[config.mk]
export PLATFORM = sky130hd
export DESIGN_NAME = sum_accumulator_32bit_flat
export DESIGN_NICKNAME = d
export VERILOG_FILES = /design/src/rtl/sum_accumulator_32bit_if.sv /design/src/rtl/sum_accumulator_32bit.sv /design/src/flat_wrapper.sv
export SDC_FILE = /design/constraint.sdc
export NUM_CORES = 1
export LEC_CHECK = 0
export CAP_MARGIN = 20
export CORE_MARGIN = 2
export CORE_UTILIZATION = 49
export CTS_BUF_LIST = sky130_fd_sc_hd__clkbuf_2 sky130_fd_sc_hd__clkbuf_4 sky130_fd_sc_hd__clkbuf_8
export DETAILED_ROUTE_END_ITERATION = 16
export PLACE_DENSITY = 0.76
export SLEW_MARGIN = 10
export SYNTH_ARGS = -nofsm -noshare
export SYNTH_HDL_FRONTEND = slang
export SYNTH_SLANG_ARGS = --single-unit
export TNS_END_PERCENT = 100
[constraint.sdc]
create_clock -name clk -period 5.5 [get_ports clk]
set_input_delay 0.825 -clock clk [delete_from_list [all_inputs] [get_ports clk]]
set_output_delay 0.825 -clock clk [all_outputs]
set_load 0.01 [all_outputs]
[src/rtl/sum_accumulator_32bit_if.sv]
// Valid/ready bundle between the adder stream, the accumulator and its consumer.
// The master side drives the control and input stream; the slave side is the accumulator.
interface sum_accumulator_32bit_if #(
  parameter int DATA_WIDTH  = 32,
  parameter int COUNT_WIDTH = 8
);
  logic                   start;
  logic [COUNT_WIDTH-1:0] cfg_len;
  logic                   flush;
  logic                   in_valid;
  logic                   in_ready;
  logic [DATA_WIDTH-1:0]  in_sum;
  logic                   out_valid;
  logic                   out_ready;
  logic [DATA_WIDTH-1:0]  out_acc;
  logic                   out_ovf;
  logic                   busy;

  modport master (
    output start, cfg_len, flush, in_valid, in_sum, out_ready,
    input  in_ready, out_valid, out_acc, out_ovf, busy
  );

  modport slave (
    input  start, cfg_len, flush, in_valid, in_sum, out_ready,
    output in_ready, out_valid, out_acc, out_ovf, busy
  );
endinterface

[src/rtl/sum_accumulator_32bit.sv]
// Accumulates a programmed number of adder sums into one registered total with a sticky
// unsigned-overflow flag; every output is decoded from registered state only.
module sum_accumulator_32bit #(
  parameter int DATA_WIDTH  = 32,
  parameter int COUNT_WIDTH = 8
) (
  input logic                  clk,
  input logic                  rst_n,
  sum_accumulator_32bit_if.slave bus
);

  typedef enum logic [1:0] {
    ST_IDLE  = 2'd0,
    ST_ACCUM = 2'd1,
    ST_DONE  = 2'd2
  } state_t;

  localparam logic [COUNT_WIDTH-1:0] CNT_ONE = {{(COUNT_WIDTH-1){1'b0}}, 1'b1};

  state_t                 state_r;
  state_t                 state_nx_s;
  logic [DATA_WIDTH-1:0]  acc_r;
  logic                   ovf_r;
  logic [COUNT_WIDTH-1:0] cnt_r;
  logic [COUNT_WIDTH-1:0] len_q_r;

  logic                   beat_s;
  logic                   last_s;
  logic                   carry_s;
  logic [DATA_WIDTH-1:0]  sum_s;

  assign beat_s = bus.in_valid & (state_r == ST_ACCUM);
  // len_q = 0 wraps to all-ones, so a zero length completes after 2^COUNT_WIDTH beats
  assign last_s = (cnt_r == (len_q_r - CNT_ONE));
  assign {carry_s, sum_s} = {1'b0, acc_r} + {1'b0, bus.in_sum};

  // State register
  always_ff @(posedge clk or negedge rst_n) begin
    if (!rst_n) begin
      state_r <= ST_IDLE;
    end else begin
      state_r <= state_nx_s;
    end
  end

  // Next-state decode; flush overrides every other event
  always_comb begin
    state_nx_s = state_r;
    if (bus.flush) begin
      state_nx_s = ST_IDLE;
    end else begin
      case (state_r)
        ST_IDLE: begin
          if (bus.start) begin
            state_nx_s = ST_ACCUM;
          end else begin
            state_nx_s = ST_IDLE;
          end
        end
        ST_ACCUM: begin
          if (beat_s && last_s) begin
            state_nx_s = ST_DONE;
          end else begin
            state_nx_s = ST_ACCUM;
          end
        end
        ST_DONE: begin
          if (bus.out_ready) begin
            state_nx_s = ST_IDLE;
          end else begin
            state_nx_s = ST_DONE;
          end
        end
        default: state_nx_s = ST_IDLE;
      endcase
    end
  end

  // Accumulator datapath: clear on flush, init on accepted start, add on each handshake
  always_ff @(posedge clk or negedge rst_n) begin
    if (!rst_n) begin
      acc_r   <= {DATA_WIDTH{1'b0}};
      ovf_r   <= 1'b0;
      cnt_r   <= {COUNT_WIDTH{1'b0}};
      len_q_r <= {COUNT_WIDTH{1'b0}};
    end else if (bus.flush) begin
      acc_r <= {DATA_WIDTH{1'b0}};
      ovf_r <= 1'b0;
      cnt_r <= {COUNT_WIDTH{1'b0}};
    end else if ((state_r == ST_IDLE) && bus.start) begin
      acc_r   <= {DATA_WIDTH{1'b0}};
      ovf_r   <= 1'b0;
      cnt_r   <= {COUNT_WIDTH{1'b0}};
      len_q_r <= bus.cfg_len;
    end else if (beat_s) begin
      acc_r <= sum_s;
      ovf_r <= ovf_r | carry_s;
      cnt_r <= cnt_r + CNT_ONE;
    end else begin
      acc_r   <= acc_r;
      ovf_r   <= ovf_r;
      cnt_r   <= cnt_r;
      len_q_r <= len_q_r;
    end
  end

  assign bus.in_ready  = (state_r == ST_ACCUM);
  assign bus.out_valid = (state_r == ST_DONE);
  assign bus.busy      = (state_r == ST_ACCUM) || (state_r == ST_DONE);
  assign bus.out_acc   = acc_r;
  assign bus.out_ovf   = ovf_r;

endmodule

[src/flat_wrapper.sv]
// flat-port wrapper written by rule: the top's interface ports become plain ports
module sum_accumulator_32bit_flat 
#(
  parameter int DATA_WIDTH  = 32,
  parameter int COUNT_WIDTH = 8
)
  (clk, rst_n, bus_start, bus_cfg_len, bus_flush, bus_in_valid, bus_in_sum, bus_out_ready, bus_in_ready, bus_out_valid, bus_out_acc, bus_out_ovf, bus_busy);
  sum_accumulator_32bit_if #(.DATA_WIDTH(DATA_WIDTH), .COUNT_WIDTH(COUNT_WIDTH)) bus_i ();
  input logic clk;
  input logic rst_n;
  input wire logic [$bits(bus_i.start)-1:0] bus_start;
  input wire logic [$bits(bus_i.cfg_len)-1:0] bus_cfg_len;
  input wire logic [$bits(bus_i.flush)-1:0] bus_flush;
  input wire logic [$bits(bus_i.in_valid)-1:0] bus_in_valid;
  input wire logic [$bits(bus_i.in_sum)-1:0] bus_in_sum;
  input wire logic [$bits(bus_i.out_ready)-1:0] bus_out_ready;
  output wire logic [$bits(bus_i.in_ready)-1:0] bus_in_ready;
  output wire logic [$bits(bus_i.out_valid)-1:0] bus_out_valid;
  output wire logic [$bits(bus_i.out_acc)-1:0] bus_out_acc;
  output wire logic [$bits(bus_i.out_ovf)-1:0] bus_out_ovf;
  output wire logic [$bits(bus_i.busy)-1:0] bus_busy;
  assign bus_i.start = bus_start;
  assign bus_i.cfg_len = bus_cfg_len;
  assign bus_i.flush = bus_flush;
  assign bus_i.in_valid = bus_in_valid;
  assign bus_i.in_sum = bus_in_sum;
  assign bus_i.out_ready = bus_out_ready;
  assign bus_in_ready = bus_i.in_ready;
  assign bus_out_valid = bus_i.out_valid;
  assign bus_out_acc = bus_i.out_acc;
  assign bus_out_ovf = bus_i.out_ovf;
  assign bus_busy = bus_i.busy;
  sum_accumulator_32bit #(.DATA_WIDTH(DATA_WIDTH), .COUNT_WIDTH(COUNT_WIDTH)) u_core (.clk(clk), .rst_n(rst_n), .bus(bus_i));
endmodule
==> summary by stage, run 1 <==
Detailed routing
The detailed router placed 3756 vias in this run. After detailed routing, the number of remaining DRC violations is 0. Dividing the detail-routed via count by the number of cells gives 5.79. The routed length per instance is 15.6 um.

The final layout contains routed wiring with a total length of 10.1 mm. The number of antenna-violating nets in the routed design is 0. The first routing iteration left 122 violations.

The first detailed-routing pass ran for 4 iterations.

GRT
The largest net degree at the start of global routing is 52. The total grt overflow is 0. The initial antenna violation count is 0. The number of global-route vias before repair is 3716.

The total global routing track utilization is 23.3%. The global-route wire length before repair is 17.3 mm.

Critical path
The register-to-register setup slack is 2.77 ns. The critical path in this run is classified as input port to register. The kind of end point of the critical path is a register.

STA classifies the critical path startpoint as an input port. The data required time of the worst path is 5.70 ns. The arrival time reported for the critical path endpoint is 3.43 ns. The peak fanout along the critical path is 6.

Power
The switching power is 0.000290 W. The standby leakage power is 2.17 nW. The clock network power share is 31.5%.

The final total power is 0.00100 W. Cell internal power was estimated by the tool at 0.000713 W. The maximum resistive drop on vdd is 0.0000974 V.

The switching share of total power is 29.0%. Combinational logic burns 26.9% of the power. The power share of the sequential group is 41.6%. For this design the ratio of total power to cell area is 198 mW/mm^2.

CTS
TritonCTS built the clock tree. Clock-pin slew was measured on the worst setup and hold paths at 0.09 ns. Once the clock tree was built, the setup fixing pass inserted 0 buffers. The number of cells upsized or downsized after cts is 0. The depth of the CTS H-tree is 2. The source-to-sink clock delay at the later pin of the worst-skew pair is 0.31 ns. The clock drives 51 sinks. The number of buffers added by the clock tree synthesis step is 5. No sink is reached through more buffers than the 2 on the longest clock path. After clock tree synthesis, the flow added hold-fix buffers numbering 0. In this run the clock root is driven by a sky130_fd_sc_hd__clkbuf_8.

Cells and area
The number of fillers in the final layout is 747. The net total in the final layout is 628. The number of antenna repair diodes is 0.

The area occupied by multi-input gates is 0.00266 mm^2. Registers take 0.00128 mm^2. The top cell types in the final layout, fill and taps aside, are 80 x sky130_fd_sc_hd__clkdlybuf4s50_1, 60 x sky130_fd_sc_hd__nand2_1, 51 x sky130_fd_sc_hd__a21oi_1, 51 x sky130_fd_sc_hd__dfrtp_1, 38 x sky130_fd_sc_hd__ha_1. The signed area change from the synthesized netlist to the final layout is 22.2%. The most common library cell in the layout ignoring fill and taps is sky130_fd_sc_hd__clkdlybuf4s50_1.

The post-route standard cell area excluding fillers is 0.00507 mm^2. Of the cells placed in the final design, the portion with a size suffix greater than 1 is 6.62%.

Logic synthesis
For this run, the leading register cell type out of synthesis is sky130_fd_sc_hd__dfrtp_1. After synthesis the netlist holds a flip-flop and latch count of 51. The post-synthesis async set-or-reset flop share is 100%. The fraction of the yosys area taken by sequential cells is 30.8%. The count of cell types in the netlist is 61. A synthesized cell averages 8.77 um^2. The number of enable-type register cells in the synthesized netlist is 0. The synthesized netlist occupies a cell area of 0.00415 mm^2. The number of warning messages in the yosys log is 0. The synthesized netlist cell count is 473. When the netlist entered floorplanning its net count stood at 558.

STA
The relative max-transition margin is 35.7%. The highest achievable clock rate is 310 MHz. The tightest hold path in the finished design has a slack of 0.551 ns. The number of hold violations in the final report is 0. On the final layout, the worst clock skew is 0.00780 ns. The final max-slew violation count came to 0.

The final period utilization is 58.7%. The sum of negative setup slack is 0 ns. Setup repair after global routing left no endpoint under its margin.

The measured slew at the worst slew-check pin is 0.961 ns. The final setup violation count is 0. The clock period minus worst slack is 3.23 ns.

Floorplanning
The site row count is 33. The floorplan step defined a core boundary enclosing 0.00822 mm^2. The die boundary width is 96.0 um. In this run the count of I/O pins placed on the die edge is 82. The height of the die is 96.0 um. The die covers 0.00922 mm^2. For this configuration, the core starts out at a cell density of 50.5%.

Place
The weighted congestion at the end of routability-driven global placement is 0.905. The count of input and output buffers is 81. The HPWL after detailed placement is 7.52 mm. Summing all placed instances gives a cell area of 0.00493 mm^2.

Status
The flow ran to the end, and the final reports show no timing, DRC or antenna violations.

Run
The count of maximum capacitance violations is 0.

Hold path
The tightest min-delay check is of the register to register type.
## kinds of logic after synthesis
family / count (synthesis) / synth area share, %
flops: 51 / 30.8
simple gates: 154 / 17.4
buf+inv: 30 / 5.16
mux: 9 / 2.41
xor+xnor: 41 / 8.66
compound gates: 149 / 23.6
fa+ha+maj: 39 / 11.9
## critical path, stage by stage
cell and delay (ns):
sky130_fd_sc_hd__clkdlybuf4s50_1 0.40, sky130_fd_sc_hd__ha_1 0.21, sky130_fd_sc_hd__fa_1 0.43, sky130_fd_sc_hd__a211oi_1 0.36, sky130_fd_sc_hd__o21ai_2 0.12, sky130_fd_sc_hd__nand3_2 0.11, sky130_fd_sc_hd__a31oi_2 0.11, sky130_fd_sc_hd__a31oi_2 0.38
sky130_fd_sc_hd__o21ai_1 0.14, sky130_fd_sc_hd__xor2_1 0.15, sky130_fd_sc_hd__a22o_1 0.18
## per-layer routing
metal  vias to the layer above  part of all wire [%]  wire length (um)  track usage [%]
met5                         -                     0                 0                0
met4                         0                  0.80                81             4.29
met3                         9                   4.9               497             3.05
met2                        99                    46              4710             38.6
met1                      1790                    48              4860             32.8
li1                       1858                     -                 -                -
## registers in the layout, summed over array words and instances (netlist names)
register            flops
u_core.cnt_r            8
u_core.state_r          2
u_core.len_q_r          8
u_core.bus.out_ovf      1
u_core.bus.out_acc     32
## path summary, 6_finish.rpt
path	cells after the start	start	endpoint
worst max-delay path	11	bus_in_sum[0]	u_core.bus.out_acc[26]
worst min-delay path	1	u_core.len_q_r[7]	u_core.len_q_r[7]
worst max register to register	10	u_core.bus.out_acc[0]	u_core.bus.out_acc[26]
worst min register to register	1	u_core.len_q_r[7]	u_core.len_q_r[7]
max in group asynchronous	2	rst_n	u_core.bus.out_acc[14]
min in group asynchronous	2	rst_n	u_core.len_q_r[5]
## cell type report
| type | count | share of cell area [%] |
|---|---|---|
| Multi-Input combinational cell | 392 | 52.4 |
| Sequential cell | 51 | 25.2 |
| Timing Repair Buffer | 85 | 16.5 |
| Tap cell | 105 | 2.59 |
| Clock buffer | 6 | 1.51 |
| Clock inverter | 2 | 1.19 |
| Inverter | 8 | 0.593 |
## synthesized netlist by cell type, drive strengths merged (2+ instances only)
| master | count | area [um^2] |
|---|---|---|
| nand2 | 60 | 225 |
| xnor2 | 28 | 245 |
| a21boi | 2 | 15.0 |
| and2 | 5 | 32.5 |
| a211oi | 9 | 67.6 |
| mux2 | 8 | 90.1 |
| nand3 | 12 | 65.1 |
| nand2b | 4 | 25.0 |
| ha | 38 | 475 |
| o21bai | 5 | 37.5 |
| o2bb2ai | 2 | 17.5 |
| o21a | 2 | 15.0 |
| xor2 | 13 | 114 |
| a31oi | 7 | 56.3 |
| nand3b | 4 | 30.0 |
| a22o | 9 | 78.8 |
| nor2 | 36 | 138 |
| a41oi | 4 | 35.0 |
| inv | 8 | 30.0 |
| nor4 | 3 | 18.8 |
| o211ai | 4 | 35.0 |
| buf | 5 | 52.6 |
| a21o | 13 | 98.9 |
| o21ai | 27 | 139 |
| or3 | 2 | 12.5 |
| clkbuf | 16 | 120 |
| o31ai | 2 | 15.0 |
| nor2b | 3 | 18.8 |
| a21oi | 55 | 290 |
| nand4 | 7 | 43.8 |
| nor3 | 10 | 55.1 |
| dfrtp | 51 | 1280 |
| and3 | 3 | 18.8 |
## metrics by stage
step	utilization (%)	instances	setup WS [ns]
floorplan	-	473	2.62
global placement	60.0	641	1.99
detailed placement	60.0	641	1.95
CTS	61.7	649	2.28
global route	61.7	649	2.11
finish	61.7	649	2.27
## power by group through the flow
stage	Clock [W]	Sequential [W]	Combinational, W
final	0.000316	0.000417	0.000270
after global routing	0.000339	0.000421	0.000300
after CTS	0.000323	0.000417	0.000271
after detailed placement	0	0.000424	0.000269
after global placement	0	0.000423	0.000262
after floorplan	0	0.000422	0.000183
(Power assumes the default switching activity.)
==> inputs of run 2 (changes only) <==
clock period = 3.1 ns   (was 5.5 ns; I/O delays follow)
==> summary by stage, run 2 (same netlist as run 1, synthesis figures left out) <==
Status
The flow ran to the end, and the final reports show no timing, DRC or antenna violations.

Place
The worst slack at placement is 0.0491 ns (-1.91 ns). The placed cell count came to 649 (+1.2%). The estimated wirelength of the detail-placed design is 7.96 mm (+5.8%). The count of input and output buffers is 81 (unchanged).

The weighted congestion at the end of routability-driven global placement was 0.929 (+2.7%).

Floorplanning
The initial core utilization is 50.5% (unchanged). The die boundary width is 96.0 um (unchanged). The core area is 0.00822 mm^2 (unchanged).

The site row count is 33 (unchanged). The number of top-level design ports was 82 (unchanged). The height of the die was 96.0 um (unchanged). The area of the die was 0.00922 mm^2 (unchanged).

CTS
The number of buffers added by the clock tree synthesis step is 5 (unchanged). The clock edge transition at the registers on the reported setup and hold paths is 0.10 ns (about the same). The master cell of the clock root buffer is sky130_fd_sc_hd__clkbuf_8. The post-CTS setup-driven buffer insertion count is 0 (unchanged). The maximum root-to-sink buffer count is 2 (unchanged). The depth of the CTS H-tree is 2 (unchanged). The number of sinks on the clock net came to 51 (unchanged). The number of cells upsized or downsized after cts is 0 (unchanged). The number of hold-repair buffers added at the cts stage is 0 (unchanged). The source-to-sink clock delay at the later pin of the worst-skew pair came to 0.31 ns (about the same). TritonCTS built the clock tree.

Run
The count of maximum capacitance violations is 0 (unchanged).

Cells and area
The net total in the final layout was 636 (+1.3%). The filler-free cell count of the finished design came to 657 (+1.2%). The share of post-route cells with drive strength above 1 was 7.97% (+1.4 points). The signed area change from the synthesized netlist to the final layout is 22.6%.

In the layout the commonest cells are 80 x sky130_fd_sc_hd__clkdlybuf4s50_1, 60 x sky130_fd_sc_hd__nand2_1, 51 x sky130_fd_sc_hd__a21oi_1, 51 x sky130_fd_sc_hd__dfrtp_1, 38 x sky130_fd_sc_hd__ha_1. The most common library cell in the layout ignoring fill and taps is sky130_fd_sc_hd__clkdlybuf4s50_1. The number of antenna repair diodes is 0 (unchanged).

The flip-flop count of the largest register, all copies and words added came to 32 (unchanged). The core utilization of the finished layout is 61.9% (+0.20 points).

Power
The standby leakage power is 2.18 nW (+0.76%). The share of power burned in combinational logic is 29.7% (+2.8 points). The internal power contribution is 0.00111 W (+56%). The final total power was 0.00165 W (+64%). The maximum resistive drop on vdd is 0.000202 V (+110%). The switching power came to 0.000534 W (+84%). The power density of the placed cells is 324 mW/mm^2 (+64%). The switching share of total power is 32.5% (+3.5 points). The power share of the sequential group is 45.0% (+3.4 points). The clock network power share is 25.4% (-6.1 points).

GRT
The total global routing track utilization is 23.3% (about the same). The global-route wire length before repair is 17.1 mm (-0.96%). The number of global-route vias before repair is 3776 (+1.6%).

The largest net degree at the start of global routing was 34 (-35%). The total grt overflow is 0 (unchanged). The initial antenna violation count is 0 (unchanged).

STA
Counting I/O delays and the setup requirement, the final critical path takes 2.73 ns. Setup repair after global routing left no endpoint under its margin. The final max-slew violation count came to 0 (unchanged). Timing would allow up to 366 MHz. The measured slew at the worst slew-check pin is 0.812 ns (-0.149 ns). The final period utilization is 88.1%.

The number of hold violations in the final report is 0 (unchanged). The final critical-path setup slack is 0.368 ns (-1.90 ns). The relative max-transition margin came to 45.9% (+10 points). The setup clock skew after layout is 0.00639 ns (-0.00141 ns).

The sum of negative setup slack is 0 ns (unchanged). The final setup violation count is 0 (unchanged).

Critical path
STA classifies the critical path endpoint as a register. The data required time of the worst path was 3.31 ns (-2.39 ns). The arrival time reported for the critical path endpoint is 2.94 ns (-0.49 ns).

The peak fanout along the critical path is 4 (-2). The critical path in this run is classified as input port to register. The sort of element at the start of the critical path is an input port.

Detailed routing
The initial detailed-routing violation count is 156 (+28%). The number of remaining DRC errors is 0 (unchanged). The routed length per instance is 16.0 um (+2.2%). The sum of routed wire length over all layers is 10.5 mm (+3.5%). The via count is 3825 (+1.8%).

The detailed-router iteration count before antenna repair is 4 (unchanged). The number of antenna-violating nets in the routed design is 0 (unchanged). The routed via count divided by cell count is 5.82 (+0.60%).

Hold path
The type of the tightest min-delay check is input port to asynchronous set/reset pin.
==> run 2: changes by cell type in the layout (fill, tap and decap cells not counted) <==
| cell | before | now |
|---|---|---|
| sky130_fd_sc_hd__bufinv_16 | 2 | 0 |
| sky130_fd_sc_hd__buf_4 | 4 | 12 |
| sky130_fd_sc_hd__inv_6 | 0 | 1 |
| sky130_fd_sc_hd__clkinvlp_4 | 0 | 1 |
==> run 2: path summary, 6_finish.rpt <==
path	start	endpoint	slack, ns	cells after the start
setup / recovery	bus_in_sum[8]	u_core.bus.out_acc[31]	0.37	10
hold / removal	rst_n	u_core.len_q_r[6]	0.24	1
setup reg to reg	u_core.bus.out_acc[8]	u_core.bus.out_acc[31]	0.48	9
hold reg to reg	u_core.bus.out_acc[27]	u_core.bus.out_acc[27]	0.55	1
max in group asynchronous	rst_n	u_core.bus.out_ovf	2.09	2
min in group clk	u_core.bus.out_acc[27]	u_core.bus.out_acc[27]	0.55	1
==> run 2: per-layer routing <==
| metal | up-vias | GRT usage, % | part of all wire (%) |
|---|---|---|---|
| met5 | - | 0 | 0 |
| li1 | 1869 | - | - |
| met2 | 120 | 38.5 | 46 |
| met1 | 1821 | 32.0 | 47 |
| met4 | 0 | 6.19 | 1.4 |
| met3 | 15 | 3.37 | 5.4 |
==> run 2: cell type report <==
type | count | area (um^2)
Clock buffer | 6 | 76.3
Multi-Input combinational cell | 392 | 2660
Timing Repair Buffer | 93 | 896
Fill cell | 702 | 3130
Tap cell | 105 | 131
Inverter | 8 | 30.0
Clock inverter | 2 | 16.3
Sequential cell | 51 | 1280
==> run 2: stage by stage <==
stage	hold WS [ns]	instance area, um^2
after floorplan	0.169	4150
after global placement	0.513	4990
after detailed placement	0.535	4990
after CTS	0.250	5080
after global routing	0.279	5080
final	0.235	5080
==> run 2: power groups by stage <==
stage | Combinational (W) | Clock [W] | Sequential, W
finish | 0.000488 | 0.000417 | 0.000739
global route | 0.000539 | 0.000455 | 0.000746
CTS | 0.000487 | 0.000428 | 0.000739
detailed placement | 0.000483 | 0 | 0.000752
global placement | 0.000473 | 0 | 0.000751
floorplan | 0.000324 | 0 | 0.000748
==> run 2: critical path, stage by stage <==
cell and delay (ns):
sky130_fd_sc_hd__clkdlybuf4s50_1 0.41, sky130_fd_sc_hd__ha_1 0.35, sky130_fd_sc_hd__a21oi_1 0.23, sky130_fd_sc_hd__o21ai_1 0.16
sky130_fd_sc_hd__a2111oi_2 0.40, sky130_fd_sc_hd__a21oi_2 0.14, sky130_fd_sc_hd__a41oi_1 0.32, sky130_fd_sc_hd__a31oi_1 0.15
sky130_fd_sc_hd__xor2_1 0.15, sky130_fd_sc_hd__a22o_1 0.18
==> inputs of run 3 (changes only) <==
PLACE_DENSITY = 0.79   (was 0.76)
clock period = 2.51 ns   (was 3.1 ns; I/O delays follow)
==> summary by stage, run 3 (same netlist as run 1, synthesis figures left out) <==
Critical path
The sort of element at the start of the critical path is an input port. The arrival time reported for the critical path endpoint is 2.67 ns (-0.27 ns). The peak fanout along the critical path is 5 (+1). The category of the most critical setup path is input port to register.

The worst register-to-register path begins at u_core.bus.out_acc[13]. The number of cell instances on the worst register-to-register path came to 9 (unchanged). The capturing element of the worst setup path is u_core.bus.out_ovf. The kind of end point of the critical path is a register. The critical path starts at bus_in_sum[0]. The data required time of the worst path is 2.71 ns (-0.60 ns). The worst register-to-register path ends at u_core.bus.out_ovf. The register-to-register setup slack is 0.09 ns (-0.39 ns).

CTS
The maximum root-to-sink buffer count is 2 (unchanged). The clock edge transition at the registers on the reported setup and hold paths was 0.11 ns (about the same). The depth of the CTS H-tree was 2 (unchanged). The source-to-sink clock delay at the later pin of the worst-skew pair is 0.31 ns (about the same). The number of buffers added by the clock tree synthesis step is 5 (unchanged). The root buffer cell chosen for the clock tree is sky130_fd_sc_hd__clkbuf_8. The CTS tree is yes.

The number of sinks on the clock net is 51 (unchanged).

STA
The final period utilization is 98.5%. After layout, the minimum clock period comes to 2.47 ns. The final max-slew violation count is 0 (unchanged). The setup clock skew after layout is 0.00782 ns (+0.00143 ns).

The highest achievable clock rate is 405 MHz. The tightest hold margin was 0.171 ns (-0.0644 ns). Setup repair after global routing could not meet its margin everywhere.

The measured slew at the worst slew-check pin came to 0.750 ns (-0.0620 ns). The number of hold violations in the final report was 0 (unchanged). The final setup violation count was 0 (unchanged).

The final critical-path setup slack was 0.0388 ns (-0.329 ns). The relative max-transition margin was 49.8% (+4.0 points).

Floorplanning
The initial core utilization is 50.5% (unchanged). The site row count is 33 (unchanged). The number of top-level design ports is 82 (unchanged). The core area is 0.00822 mm^2 (unchanged).

The area of the die was 0.00922 mm^2 (unchanged). The die boundary width was 96.0 um (unchanged). The height of the die was 96.0 um (unchanged).

Status
The flow ran to the end, and the final reports show no timing, DRC or antenna violations.

Cells and area
The share of post-route cells with drive strength above 1 is 20.3% (+12 points). The top cell types in the final layout, fill and taps aside, are 80 x sky130_fd_sc_hd__clkdlybuf4s50_1, 76 x sky130_fd_sc_hd__buf_4, 60 x sky130_fd_sc_hd__nand2_1. The core utilization of the finished layout is 69.6% (+7.7 points). The flip-flop count of the largest register, all copies and words added is 32 (unchanged). The area growth from synthesis to layout is 37.9%. The number of antenna repair diodes is 0 (unchanged).

The net total in the final layout is 700 (+10%). The number of fillers in the final layout is 635 (-9.5%). Leaving out fill and tap cells, the most frequent cell in the layout is sky130_fd_sc_hd__clkdlybuf4s50_1.

Place
The estimated wirelength of the detail-placed design came to 8.56 mm (+7.6%). The weighted congestion at the end of routability-driven global placement is 0.879 (-5.3%). The count of input and output buffers is 81 (unchanged).

The worst slack at placement is -0.420 ns (-0.469 ns).

GRT
The number of global-route vias before repair is 4126 (+9.3%). The largest net degree at the start of global routing was 52 (+53%). The total grt overflow is 0 (unchanged). The initial antenna violation count is 0 (unchanged).

The global-route wire length before repair is 18.6 mm (+8.6%). The total global routing track utilization is 25.3% (+2.0 points).

Detailed routing
The number of antenna-violating nets in the routed design was 0 (unchanged). The highest metal layer carrying signal wires in the routed design is met4. The initial detailed-routing violation count was 154 (-1.3%). The routed wire length on met2 was 5.68 mm (+17%). The routed length per instance is 16.1 um (+0.55%). The detailed-router iteration count before antenna repair is 5 (+1). The sum of routed wire length over all layers is 11.6 mm (+10%). The sum of met3 wire segment lengths after detailed routing is 571 um (unchanged). The routed via count divided by cell count is 5.75 (-1.2%).

The via count is 4146 (+8.4%). The wire length the detailed router placed on met1 was 5.16 mm (+5.0%). The number of remaining DRC errors is 0 (unchanged).

Hold path
The type of the tightest min-delay check is input port to asynchronous set/reset pin.

Run
The count of maximum capacitance violations is 0 (unchanged).

Power
The standby leakage power came to 2.49 nW (+14%). The power density of the placed cells is 374 mW/mm^2 (+15%). The maximum resistive drop on vdd is 0.000273 V (+35%).
## run 3: cell type report
class                      count  area (um^2)  share of cell area (%)
multi-input combinational    392         2810                    49.2
timing repair buffer         157         1380                    24.1
sequential                    51         1280                    22.3
tap                          105          131                    2.30
clock buffer                   5         68.8                    1.20
inverter                       8         30.0                   0.525
clock inverter                 3         23.8                   0.416
## run 3: how the worst min path moves through the flow
stage                     slack [ns]                     end  cells past startpoint
after global placement          0.52       u_core.len_q_r[6]                      1
after detailed placement        0.53  u_core.bus.out_acc[25]                      1
final                           0.17       u_core.len_q_r[3]                      2
after floorplan                 0.08   u_core.bus.out_acc[0]                      0
after global routing            0.23       u_core.len_q_r[7]                      2
after CTS                       0.20   u_core.bus.out_acc[2]                      2
## run 3: routing by layer
layer | vias to the layer above | GRT usage (%)
met4 | 0 | 7.74
met3 | 20 | 2.90
met5 | - | 0
met2 | 144 | 43.8
li1 | 1988 | -
met1 | 1994 | 33.1
## run 3: critical path, stage by stage
cell                              delay [ns]
sky130_fd_sc_hd__clkdlybuf4s50_1        0.41
sky130_fd_sc_hd__ha_2                   0.20
sky130_fd_sc_hd__fa_2                   0.35
sky130_fd_sc_hd__a211oi_2               0.28
sky130_fd_sc_hd__o21ai_2                0.11
sky130_fd_sc_hd__nand3_2                0.11
sky130_fd_sc_hd__a31oi_4                0.11
sky130_fd_sc_hd__a31oi_4                0.25
sky130_fd_sc_hd__nor3_1                 0.11
sky130_fd_sc_hd__nor4_1                 0.28
sky130_fd_sc_hd__nor3_1                 0.08
## run 3: repair_timing
item / 4_1_cts / 5_1_grt
endpoints found under the hold margin: 0 / 0
setup buffers: 0 / 0
pin swaps: 1 / 5
setup endpoints to repair: 4 / 14
hold buffers: 0 / 0
resized for setup: 2 / 19
## run 3: metrics by stage
stage          power (W)  setup TNS, ns  cell area [um^2]  std cells
4_1_cts          0.00213              0              5590        721
5_1_grt          0.00226         -0.185              5720        721
3_3_place_gp     0.00158          -4.08              5480        713
6_report         0.00214              0              5720        721
2_1_floorplan    0.00133              0              4150        473
3_5_place_dp     0.00161          -4.88              5480        713
## run 3: report_power, final
group / internal, W / leakage (nW) / switching [W]
Clock: 0.000200 / 0.0408 / 0.000310
Sequential: 0.000864 / 0.689 / 0.0000536
Combinational: 0.000365 / 1.76 / 0.000344
